==> src/rtl/led_pattern_ctrl.sv <==
// Bi-colour front-panel LED driver: per-channel mode codes, shared slow/fast blink timebases,
// fault stretching, power gating and an optional lamp test (enabled by defining LED_LAMPTEST_EN).
module led_pattern_ctrl #(
    parameter int NUM_CH     = 4,
    parameter int SLOW_HALF  = 32,
    parameter int FAST_HALF  = 8,
    parameter int HOLD_TICKS = 64,
    parameter int LT_TICKS   = 32
) (
    input  logic                SlowClock,
    input  logic                Reset,
    input  logic                Strobe16ms,
    input  logic                PwrOn,
    input  logic [3*NUM_CH-1:0] ModeReg,
    input  logic [NUM_CH-1:0]   Fault,
    input  logic                LampTest,
    output logic [NUM_CH-1:0]   LedG_N,
    output logic [NUM_CH-1:0]   LedR_N,
    output logic                LampTestBusy
);

    localparam int SW = (SLOW_HALF > 1) ? $clog2(SLOW_HALF) : 1;
    localparam int FW = (FAST_HALF > 1) ? $clog2(FAST_HALF) : 1;
    localparam int HW = $clog2(HOLD_TICKS + 1);
    localparam int LW = (LT_TICKS > 1) ? $clog2(LT_TICKS) : 1;

    logic [SW-1:0] slow_cnt_r;
    logic [FW-1:0] fast_cnt_r;
    logic          slow_ph_r;
    logic          fast_ph_r;
    logic [HW-1:0] hold_cnt_r [NUM_CH];
    logic [1:0]    lit_s      [NUM_CH];
    logic          lt_green_s;
    logic          lt_red_s;

    // Mode code to {green, red} lit pattern for the current blink phases.
    function automatic logic [1:0] mode_decode(input logic [2:0] mode, input logic sph,
                                               input logic fph);
        logic [1:0] gr;
        case (mode)
            3'd0:    gr = 2'b00;
            3'd1:    gr = 2'b10;
            3'd2:    gr = 2'b01;
            3'd3:    gr = 2'b11;
            3'd4:    gr = {sph, 1'b0};
            3'd5:    gr = {1'b0, sph};
            3'd6:    gr = {fph, 1'b0};
            3'd7:    gr = {sph, ~sph};
            default: gr = 2'b00;
        endcase
        return gr;
    endfunction

    // Shared slow/fast blink timebases, advanced only on strobe cycles.
    always_ff @(posedge SlowClock) begin
        if (Reset) begin
            slow_cnt_r <= {SW{1'b0}};
            fast_cnt_r <= {FW{1'b0}};
            slow_ph_r  <= 1'b1;
            fast_ph_r  <= 1'b1;
        end else if (Strobe16ms) begin
            if (slow_cnt_r == SW'(SLOW_HALF - 1)) begin
                slow_cnt_r <= {SW{1'b0}};
                slow_ph_r  <= ~slow_ph_r;
            end else begin
                slow_cnt_r <= slow_cnt_r + SW'(1);
            end
            if (fast_cnt_r == FW'(FAST_HALF - 1)) begin
                fast_cnt_r <= {FW{1'b0}};
                fast_ph_r  <= ~fast_ph_r;
            end else begin
                fast_cnt_r <= fast_cnt_r + FW'(1);
            end
        end
    end

    // Fault stretch: a live fault reloads the hold, strobes drain it (load wins over drain).
    always_ff @(posedge SlowClock) begin
        for (int i = 0; i < NUM_CH; i++) begin
            if (Reset) begin
                hold_cnt_r[i] <= {HW{1'b0}};
            end else if (Fault[i]) begin
                hold_cnt_r[i] <= HW'(HOLD_TICKS);
            end else if (Strobe16ms && (hold_cnt_r[i] != {HW{1'b0}})) begin
                hold_cnt_r[i] <= hold_cnt_r[i] - HW'(1);
            end
        end
    end

`ifdef LED_LAMPTEST_EN
    typedef enum logic [1:0] {
        LT_IDLE  = 2'd0,
        LT_GREEN = 2'd1,
        LT_RED   = 2'd2
    } lt_state_t;

    lt_state_t     lt_state_r;
    lt_state_t     lt_state_s;
    logic [LW-1:0] lt_cnt_r;
    logic [LW-1:0] lt_cnt_s;

    // Lamp-test state and phase-strobe counter registers.
    always_ff @(posedge SlowClock) begin
        if (Reset) begin
            lt_state_r <= LT_IDLE;
            lt_cnt_r   <= {LW{1'b0}};
        end else begin
            lt_state_r <= lt_state_s;
            lt_cnt_r   <= lt_cnt_s;
        end
    end

    // Lamp-test sequencing; losing power abandons the test immediately.
    always_comb begin
        lt_state_s = lt_state_r;
        lt_cnt_s   = lt_cnt_r;
        if (!PwrOn) begin
            lt_state_s = LT_IDLE;
            lt_cnt_s   = {LW{1'b0}};
        end else begin
            case (lt_state_r)
                LT_IDLE: begin
                    if (LampTest) begin
                        lt_state_s = LT_GREEN;
                        lt_cnt_s   = {LW{1'b0}};
                    end else begin
                        lt_state_s = LT_IDLE;
                    end
                end
                LT_GREEN, LT_RED: begin
                    if (Strobe16ms && (lt_cnt_r == LW'(LT_TICKS - 1))) begin
                        lt_state_s = (lt_state_r == LT_GREEN) ? LT_RED : LT_IDLE;
                        lt_cnt_s   = {LW{1'b0}};
                    end else if (Strobe16ms) begin
                        lt_cnt_s = lt_cnt_r + LW'(1);
                    end else begin
                        lt_cnt_s = lt_cnt_r;
                    end
                end
                default: begin
                    lt_state_s = LT_IDLE;
                    lt_cnt_s   = {LW{1'b0}};
                end
            endcase
        end
    end

    assign lt_green_s   = (lt_state_r == LT_GREEN);
    assign lt_red_s     = (lt_state_r == LT_RED);
    assign LampTestBusy = (lt_state_r != LT_IDLE);
`else
    logic unused_lamptest_s;

    assign unused_lamptest_s = LampTest;
    assign lt_green_s        = 1'b0;
    assign lt_red_s          = 1'b0;
    assign LampTestBusy      = 1'b0;
`endif

    // Per-channel display selection: power gate > lamp test > fault > mode.
    always_comb begin
        for (int i = 0; i < NUM_CH; i++) begin
            lit_s[i] = 2'b00;
            if (!PwrOn) begin
                lit_s[i] = 2'b00;
            end else if (lt_green_s) begin
                lit_s[i] = 2'b10;
            end else if (lt_red_s) begin
                lit_s[i] = 2'b01;
            end else if (Fault[i] || (hold_cnt_r[i] != {HW{1'b0}})) begin
                lit_s[i] = {1'b0, fast_ph_r};
            end else begin
                lit_s[i] = mode_decode(ModeReg[3*i +: 3], slow_ph_r, fast_ph_r);
            end
        end
    end

    // Registered active-low pin drivers.
    always_ff @(posedge SlowClock) begin
        for (int i = 0; i < NUM_CH; i++) begin
            if (Reset) begin
                LedG_N[i] <= 1'b1;
                LedR_N[i] <= 1'b1;
            end else begin
                LedG_N[i] <= ~lit_s[i][1];
                LedR_N[i] <= ~lit_s[i][0];
            end
        end
    end

endmodule

==> config.mk <==
export PLATFORM = sky130hd
export DESIGN_NAME = led_pattern_ctrl
export DESIGN_NICKNAME = d
export VERILOG_FILES = /design/src/rtl/led_pattern_ctrl.sv
export SDC_FILE = /design/constraint.sdc
export NUM_CORES = 1
export LEC_CHECK = 0
export CAP_MARGIN = 20
export CORE_MARGIN = 3
export CORE_UTILIZATION = 50
export DETAILED_ROUTE_END_ITERATION = 6
export DONT_BUFFER_PORTS = 1
export PLACE_DENSITY_LB_ADDON = 0.12
export SLEW_MARGIN = 20
export SYNTH_ARGS = -nofsm -noshare
export SYNTH_HDL_FRONTEND = slang
export SYNTH_SLANG_ARGS = --single-unit
export TNS_END_PERCENT = 10
==> constraint.sdc <==
create_clock -name SlowClock -period 2.1 [get_ports SlowClock]
set_input_delay 0.42 -clock SlowClock [delete_from_list [all_inputs] [get_ports SlowClock]]
set_output_delay 0.42 -clock SlowClock [all_outputs]
set_load 0.1 [all_outputs]
==> impl_metrics.csv, run 1 <==
group,metric,value,unit
outcome,status,"complete, no violations",
hold_path,hold_path.class,"input pin to flop",
critical_path,critPathRequiredTime,2.15,ns
placement,dp_hpwl,3169,um
global_route,grt_usage,0.1674,
clock_tree,htree_num_levels,2,
floorplanning,pin_count,30,
critical_path,rrSetupSlack,0.12,ns
floorplanning,chipWidth,75.86,um
clock_tree,tritoncts,"built",
sta,worst_pin_slew,0.6798,ns
logic_synthesis,async_reset_ff_frac,0,
finish,final_common_cell,"nor2_1",
sta,period_minus_slack,1.979,ns
route,first_iter_violations,65,
critical_path,slowest_stage,"edfxtp_1",
global_route,grt_pass1_wl,7238,um
placement,numPortBuffers,0,
clock_tree,cts.sinks,46,
logic_synthesis,ys_types,44,
hold_path,holdPathStages,1,
sta,period_share,0.9425,
sta,setup_slack,0.1208,ns
critical_path,crit_family,"simple AND/OR/NAND/NOR gates",
pwr,intPower,1463,uW
hold_path,hp-start,"Reset",
finish,area_growth,9.385,%
sta,slew_viol_final,0,
global_route,antenna_found_initial,0,
placement,post-place-cells,322,
finish,instances_no_fill,330,
logic_synthesis,syn-cell-area,2440,sq um
clock_tree,clockBufferDepth,2,
sta,setup_viol,0,
finish,layout_common_cells,"nor2_1, edfxtp_1, dfxtp_1, inv_1, a21oi_1",
pwr,ir_drop,0.4026,mV
finish,n_antenna_cell,0,
critical_path,path_buf_inv,1,
placement,placed_area,2584,sq um
global_route,globalRouteOverflowTotal,0,
critical_path,worstSetupPathType,"flop to flop",
finish,stdcell_area,2669,sq um
route,drc,0,
route,viasPerCell,5.348,
sta,setup_tns,0,ns
clock_tree,post_cts_buffers,0,
sta,clock-skew-final,0.004312,ns
clock_tree,cts-root-buf,"clkbuf_8",
route,wirelength,4314,um
global_route,grt_pass1_vias,1657,
finish,drive_above_1_share,0.1094,
critical_path,critPathArrivalTime,2.03,ns
route,drt.antenna.violating_nets,0,
logic_synthesis,synth_top_area_frac,0.3446,
clock_tree,cts_made_buffers,5,
critical_path,start_kind,"flop",
logic_synthesis,yosysWarnings,0,
route,route.vias.total,1765,
finish,nets,294,
clock_tree,postCtsHoldBufs,0,
critical_path,r2r_start,"hold_cnt_r[3][0]$_SDFFCE_PN0P_",
pwr,switching_share,0.2891,
floorplanning,coreArea,4534,sq um
run,maxCapViolCount,0,
global_route,grt_max_degree,23,
placement,place.gp.congestion,0.7447,
floorplanning,initial_core_util,0.5381,
pwr,combPwrFrac,0.215,
clock_tree,insertion_delay,0.30,ns
route,dr.pass1.iters,4,
sta,slew_headroom,0.5438,
logic_synthesis,netlist_instances,251,
sta,finalHoldViolCount,0,
floorplanning,die_y,75.86,um
logic_synthesis,yosys.area.top_type,"edfxtp_1",
floorplanning,fp-row-count,24,
route,wl_per_cell,13.07,um
logic_synthesis,synthTopCellsByArea,"edfxtp_1, dfxtp_1, nor2_1",
clock_tree,path_clk_slew,0.08,ns
pwr,p_leak,0.001085,uW
sta,rsz0062_at_grt,"false",
logic_synthesis,synth_top_flop_cell,"edfxtp_1",
critical_path,slowest_delay,0.42,ns
sta,fmax,505.2,MHz
logic_synthesis,avgSynthCellArea,9.720,sq um
logic_synthesis,synth_edf_count,28,
critical_path,path_cells,"inv_1 -> ha_1 -> or3b_1 -> or3_4 -> o21ai_2 -> nor2_1",
logic_synthesis,synth_fp_nets,281,
logic_synthesis,ys_ff_latch,46,
pwr,p_per_area,770.9,nW/um^2
pwr,seq_power_share,0.537,
pwr,switching_power,594.8,uW
pwr,p_clk_frac,0.248,
hold_path,min_to,"fast_cnt_r[1]$_SDFFE_PP0P_",
logic_synthesis,seq_area_frac_synth,0.4923,
critical_path,crit_path_max_fanout,6,
critical_path,r2r-end,"hold_cnt_r[3][5]$_SDFFCE_PN0P_",
critical_path,cp-end-kind,"flop",
critical_path,reg2reg_depth,6,
placement,dp_worst_setup_slack,0.1045,ns
floorplanning,dieArea,5754,sq um
[metrics by stage]
stage / hold slack (ns) / total power (uW) / util
6_report: 0.1832 / 2057 / 0.5886
5_1_grt: 0.1704 / 2175 / 0.5886
4_1_cts: 0.1681 / 2084 / 0.5877
3_5_place_dp: 0.4895 / 1566 / 0.5698
3_3_place_gp: 0.4776 / 1560 / 0.5698
2_1_floorplan: 0.4647 / 1487 / -
[flip-flops by register name, indices dropped and copies added, names as in the netlist]
signal and flops:
LedG_N 4, LedR_N 4, fast_cnt_r 3, fast_ph_r 1, hold_cnt_r 28, slow_cnt_r 5, slow_ph_r 1
[worst reg2reg max path, cell delays in order (launching register included)]
cell and delay, ns:
edfxtp_1 0.42, inv_1 0.08, ha_1 0.17, or3b_1 0.36, or3_4 0.35, o21ai_2 0.25, nor2_1 0.09
[power by group through the flow]
stage               registers (uW)  clock network, uW  logic, uW
detailed placement            1120                  0        442
global route                  1110                564        498
floorplan                     1160                  0        325
CTS                           1100                535        445
global placement              1120                  0        438
finish                        1100                511        443
[cell usage after synthesis (5+ instances only)]
cell and n:
dfxtp_1 18, edfxtp_1 28, nor3_1 9, a21oi_1 13
inv_1 15, o21ai_1 5, ha_1 9, xnor2_1 11
o221ai_1 6, nor2_1 52, nand2_1 8, nand2b_1 8
[routing by layer]
metal	part of all wire	global-route usage	up-vias	wire, um
li1	-	-	919	-
met1	0.48	0.2160	802	2079
met4	0.015	0.06990	0	65
met5	0	0	-	0
met2	0.43	0.2624	38	1861
met3	0.071	0.04881	6	308
[worst max path at each step]
stage | endpoint | slack [ns] | startpoint | depth (start not counted)
floorplan | hold_cnt_r[3][0]$_SDFFCE_PN0P_ | 0.21 | hold_cnt_r[3][0]$_SDFFCE_PN0P_ | 6
global placement | hold_cnt_r[3][0]$_SDFFCE_PN0P_ | 0.13 | hold_cnt_r[3][0]$_SDFFCE_PN0P_ | 6
detailed placement | hold_cnt_r[3][0]$_SDFFCE_PN0P_ | 0.10 | hold_cnt_r[3][0]$_SDFFCE_PN0P_ | 6
CTS | hold_cnt_r[3][4]$_SDFFCE_PN0P_ | 0.09 | hold_cnt_r[3][0]$_SDFFCE_PN0P_ | 6
global route | hold_cnt_r[3][3]$_SDFFCE_PN0P_ | 0.03 | hold_cnt_r[3][0]$_SDFFCE_PN0P_ | 6
finish | hold_cnt_r[3][5]$_SDFFCE_PN0P_ | 0.12 | hold_cnt_r[3][0]$_SDFFCE_PN0P_ | 6
[cell families after synthesis]
| logic type | after synthesis | synth area share |
|---|---|---|
| adder cells (fa/ha/maj) | 9 | 0.04615 |
| flip-flops | 46 | 0.4923 |
| AND/OR/NAND/NOR | 110 | 0.2359 |
| other | 1 | 0.001537 |
| XOR/XNOR | 15 | 0.05384 |
| buffers and inverters | 23 | 0.03743 |
| multiplexers | 4 | 0.01641 |
| AO/OA/AOI/OAI | 43 | 0.1164 |
[repair_timing]
item | in CTS | in global routing
endpoints found under the hold margin | 0 | 0
endpoints found under the setup margin | 0 | 7
resized for setup | 0 | 1
[cell type report]
type	instances	area (sq um)
tap	65	81.33
timing repair buffer	12	90.09
sequential	46	1201
clock buffer	6	72.57
multi-input combinational	182	1151
inverter	17	63.81
fill	396	1866
clock inverter	2	8.758
Note: power is estimated with default switching activity, not from simulation.
==> run 2, diff against run 1 <==
--- a/config.mk
+++ b/config.mk
@@ -10,7 +10,7 @@
 export CORE_UTILIZATION = 50
 export DETAILED_ROUTE_END_ITERATION = 6
 export DONT_BUFFER_PORTS = 1
-export PLACE_DENSITY_LB_ADDON = 0.12
+export PLACE_DENSITY = 0.62
 export SLEW_MARGIN = 20
 export SYNTH_ARGS = -nofsm -noshare
 export SYNTH_HDL_FRONTEND = slang
==> constraint.sdc (replaced) <==
create_clock -name SlowClock -period 2 [get_ports SlowClock]
set_input_delay 0.4 -clock SlowClock [delete_from_list [all_inputs] [get_ports SlowClock]]
set_output_delay 0.4 -clock SlowClock [all_outputs]
set_load 0.1 [all_outputs]
==> run 2 against run 1 <==
Hold slack lost 0.018 ns; register-to-register slack lost 0.04 ns; highest routed layer unchanged; first-iteration DRC count grew 6.2%; sequential share of layout area shrank 0.77 points; core utilization grew 1.0 points; wire length grew 0.76%; largest power group unchanged; critical path type unchanged; clock skew grew 0.00071 ns.
==> impl_metrics.csv, run 2 (synthesis results as in run 1) <==
group,metric,value,unit
outcome,status,"complete, no violations",
finish,regMostFlops,"hold_cnt_r",
floorplanning,initial_core_util,0.5381,
route,wirelength,4347,um
floorplanning,die_y,75.86,um
critical_path,critPathRequiredTime,2.04,ns
pwr,switching_power,647.5,uW
critical_path,worstSetupPathType,"flop to flop",
finish,area_growth,11.28,%
run,maxCapViolCount,0,
clock_tree,path_clk_slew,0.08,ns
finish,drive_above_1_share,0.1241,
critical_path,cp-end-kind,"flop",
floorplanning,fp-row-count,24,
critical_path,crit_path_max_fanout,7,
sta,fmax,521.8,MHz
finish,stdcell_area,2715,sq um
critical_path,crit_family,"simple AND/OR/NAND/NOR gates",
floorplanning,dieArea,5754,sq um
placement,dp_hpwl,3133,um
pwr,intPower,1672,uW
placement,post-place-cells,323,
placement,numPortBuffers,0,
route,viasPerCell,5.402,
hold_path,hold_path.class,"input pin to flop",
finish,largest_registers,"hold_cnt_r: 28 flops, slow_cnt_r: 5 flops",
sta,setup_viol,0,
route,first_iter_violations,69,
pwr,p_per_area,854.2,nW/um^2
critical_path,start_kind,"flop",
sta,slew_viol_final,0,
clock_tree,htree_num_levels,2,
finish,largest_reg_flops,28,
clock_tree,cts_made_buffers,5,
critical_path,path_buf_inv,1,
pwr,p_clk_frac,0.293,
floorplanning,pin_count,30,
critical_path,path_cells,"inv_1 -> ha_1 -> or3b_1 -> or3_4 -> nor2_1 -> o21ai_2",
global_route,globalRouteOverflowTotal,0,
clock_tree,cts.sinks,46,
floorplanning,coreArea,4534,sq um
clock_tree,clockBufferDepth,2,
global_route,grt_usage,0.1629,
clock_tree,insertion_delay,0.29,ns
sta,slew_headroom,0.5612,
placement,placed_area,2591,sq um
global_route,antenna_found_initial,0,
pwr,seq_power_share,0.499,
critical_path,slowest_delay,0.39,ns
sta,worst_pin_slew,0.6539,ns
pwr,p_leak,0.001109,uW
global_route,grt_pass1_vias,1606,
sta,period_share,0.9583,
pwr,ir_drop,0.4274,mV
finish,nets,295,
sta,period_minus_slack,1.917,ns
finish,instances_no_fill,331,
global_route,grt_max_degree,23,
sta,rsz0062_at_grt,"true",
route,route.vias.total,1788,
finish,final_core_util,0.5988,
sta,finalHoldViolCount,0,
route,wl_per_cell,13.13,um
critical_path,slowest_stage,"edfxtp_1",
global_route,grt_pass1_wl,7134,um
pwr,switching_share,0.2792,
route,dr.pass1.iters,4,
route,drc,0,
pwr,combPwrFrac,0.209,
floorplanning,chipWidth,75.86,um
clock_tree,cts-root-buf,"clkbuf_8",
critical_path,critPathArrivalTime,1.95,ns
route,drt.antenna.violating_nets,0,
sta,clock-skew-final,0.005020,ns
finish,n_antenna_cell,0,
placement,place.gp.congestion,0.7321,
clock_tree,tritoncts,"built",
finish,final_common_cell,"nor2_1",
finish,layout_common_cells,"nor2_1, edfxtp_1, dfxtp_1, inv_1",
-- run 2: cell types whose count changed in the layout (fill, tap and decap cells not counted), sizes merged --
cell | before | now
buf | 12 | 13
bufinv | 0 | 1
clkbuf | 6 | 5
-- run 2: worst register-to-register path: cells and delay by family, from the launching register on --
family / cells / cell delay, ns
compound gates: 1 / 0.14
fa+ha+maj: 1 / 0.17
buf+inv: 1 / 0.07
flops: 1 / 0.39
simple gates: 3 / 0.88
-- run 2: final timing paths --
path         depth (start not counted)                              to                            from  slack (ns)
max                                  6  hold_cnt_r[3][4]$_SDFFCE_PN0P_  hold_cnt_r[3][0]$_SDFFCE_PN0P_        0.08
max reg2reg                          6  hold_cnt_r[3][4]$_SDFFCE_PN0P_  hold_cnt_r[3][0]$_SDFFCE_PN0P_        0.08
min reg2reg                          2      fast_cnt_r[1]$_SDFFE_PP0P_      fast_cnt_r[1]$_SDFFE_PP0P_        0.51
min                                  1      fast_cnt_r[2]$_SDFFE_PP0P_                           Reset        0.16
-- run 2: per-stage QoR --
step	hold WS (ns)	setup TNS [ns]	power, uW	setup slack [ns]
after floorplan	0.4647	0	1561	0.1095
after global placement	0.4763	0	1647	0.06160
after CTS	0.1506	0	2336	0.002221
after global routing	0.1462	-0.02792	2446	-0.004499
after detailed placement	0.4769	0	1654	0.03577
final	0.1650	0	2319	0.08338
-- run 2: power groups by stage --
stage / sequential (uW) / combinational [uW] / clock (uW)
finish: 1160 / 484 / 679
global route: 1170 / 535 / 743
CTS: 1160 / 482 / 698
detailed placement: 1180 / 477 / 0
global placement: 1180 / 472 / 0
floorplan: 1220 / 341 / 0
-- run 2: layer usage --
layer | share of wire | GRT usage | vias up
met1 | 0.51 | 0.2185 | 827
met2 | 0.44 | 0.2567 | 34
met3 | 0.048 | 0.04222 | 4
li1 | - | - | 923
met4 | 0.0058 | 0.05243 | 0
met5 | 0 | 0 | -
-- run 2: cell type report --
type | instances | area [sq um]
inverters | 17 | 63.81
fillers | 410 | 1819
clock inverters | 3 | 40.04
flip-flops and latches | 46 | 1201
multi-input cells | 182 | 1162
clock buffers | 5 | 68.82
well taps | 65 | 81.33
repair buffers | 13 | 97.59
-- run 2: timing repair --
action | CTS | global route
buffers inserted | 0 | 0
setup endpoints to repair | 0 | 22
hold buffers | 0 | 0
gates resized for setup | 0 | 3
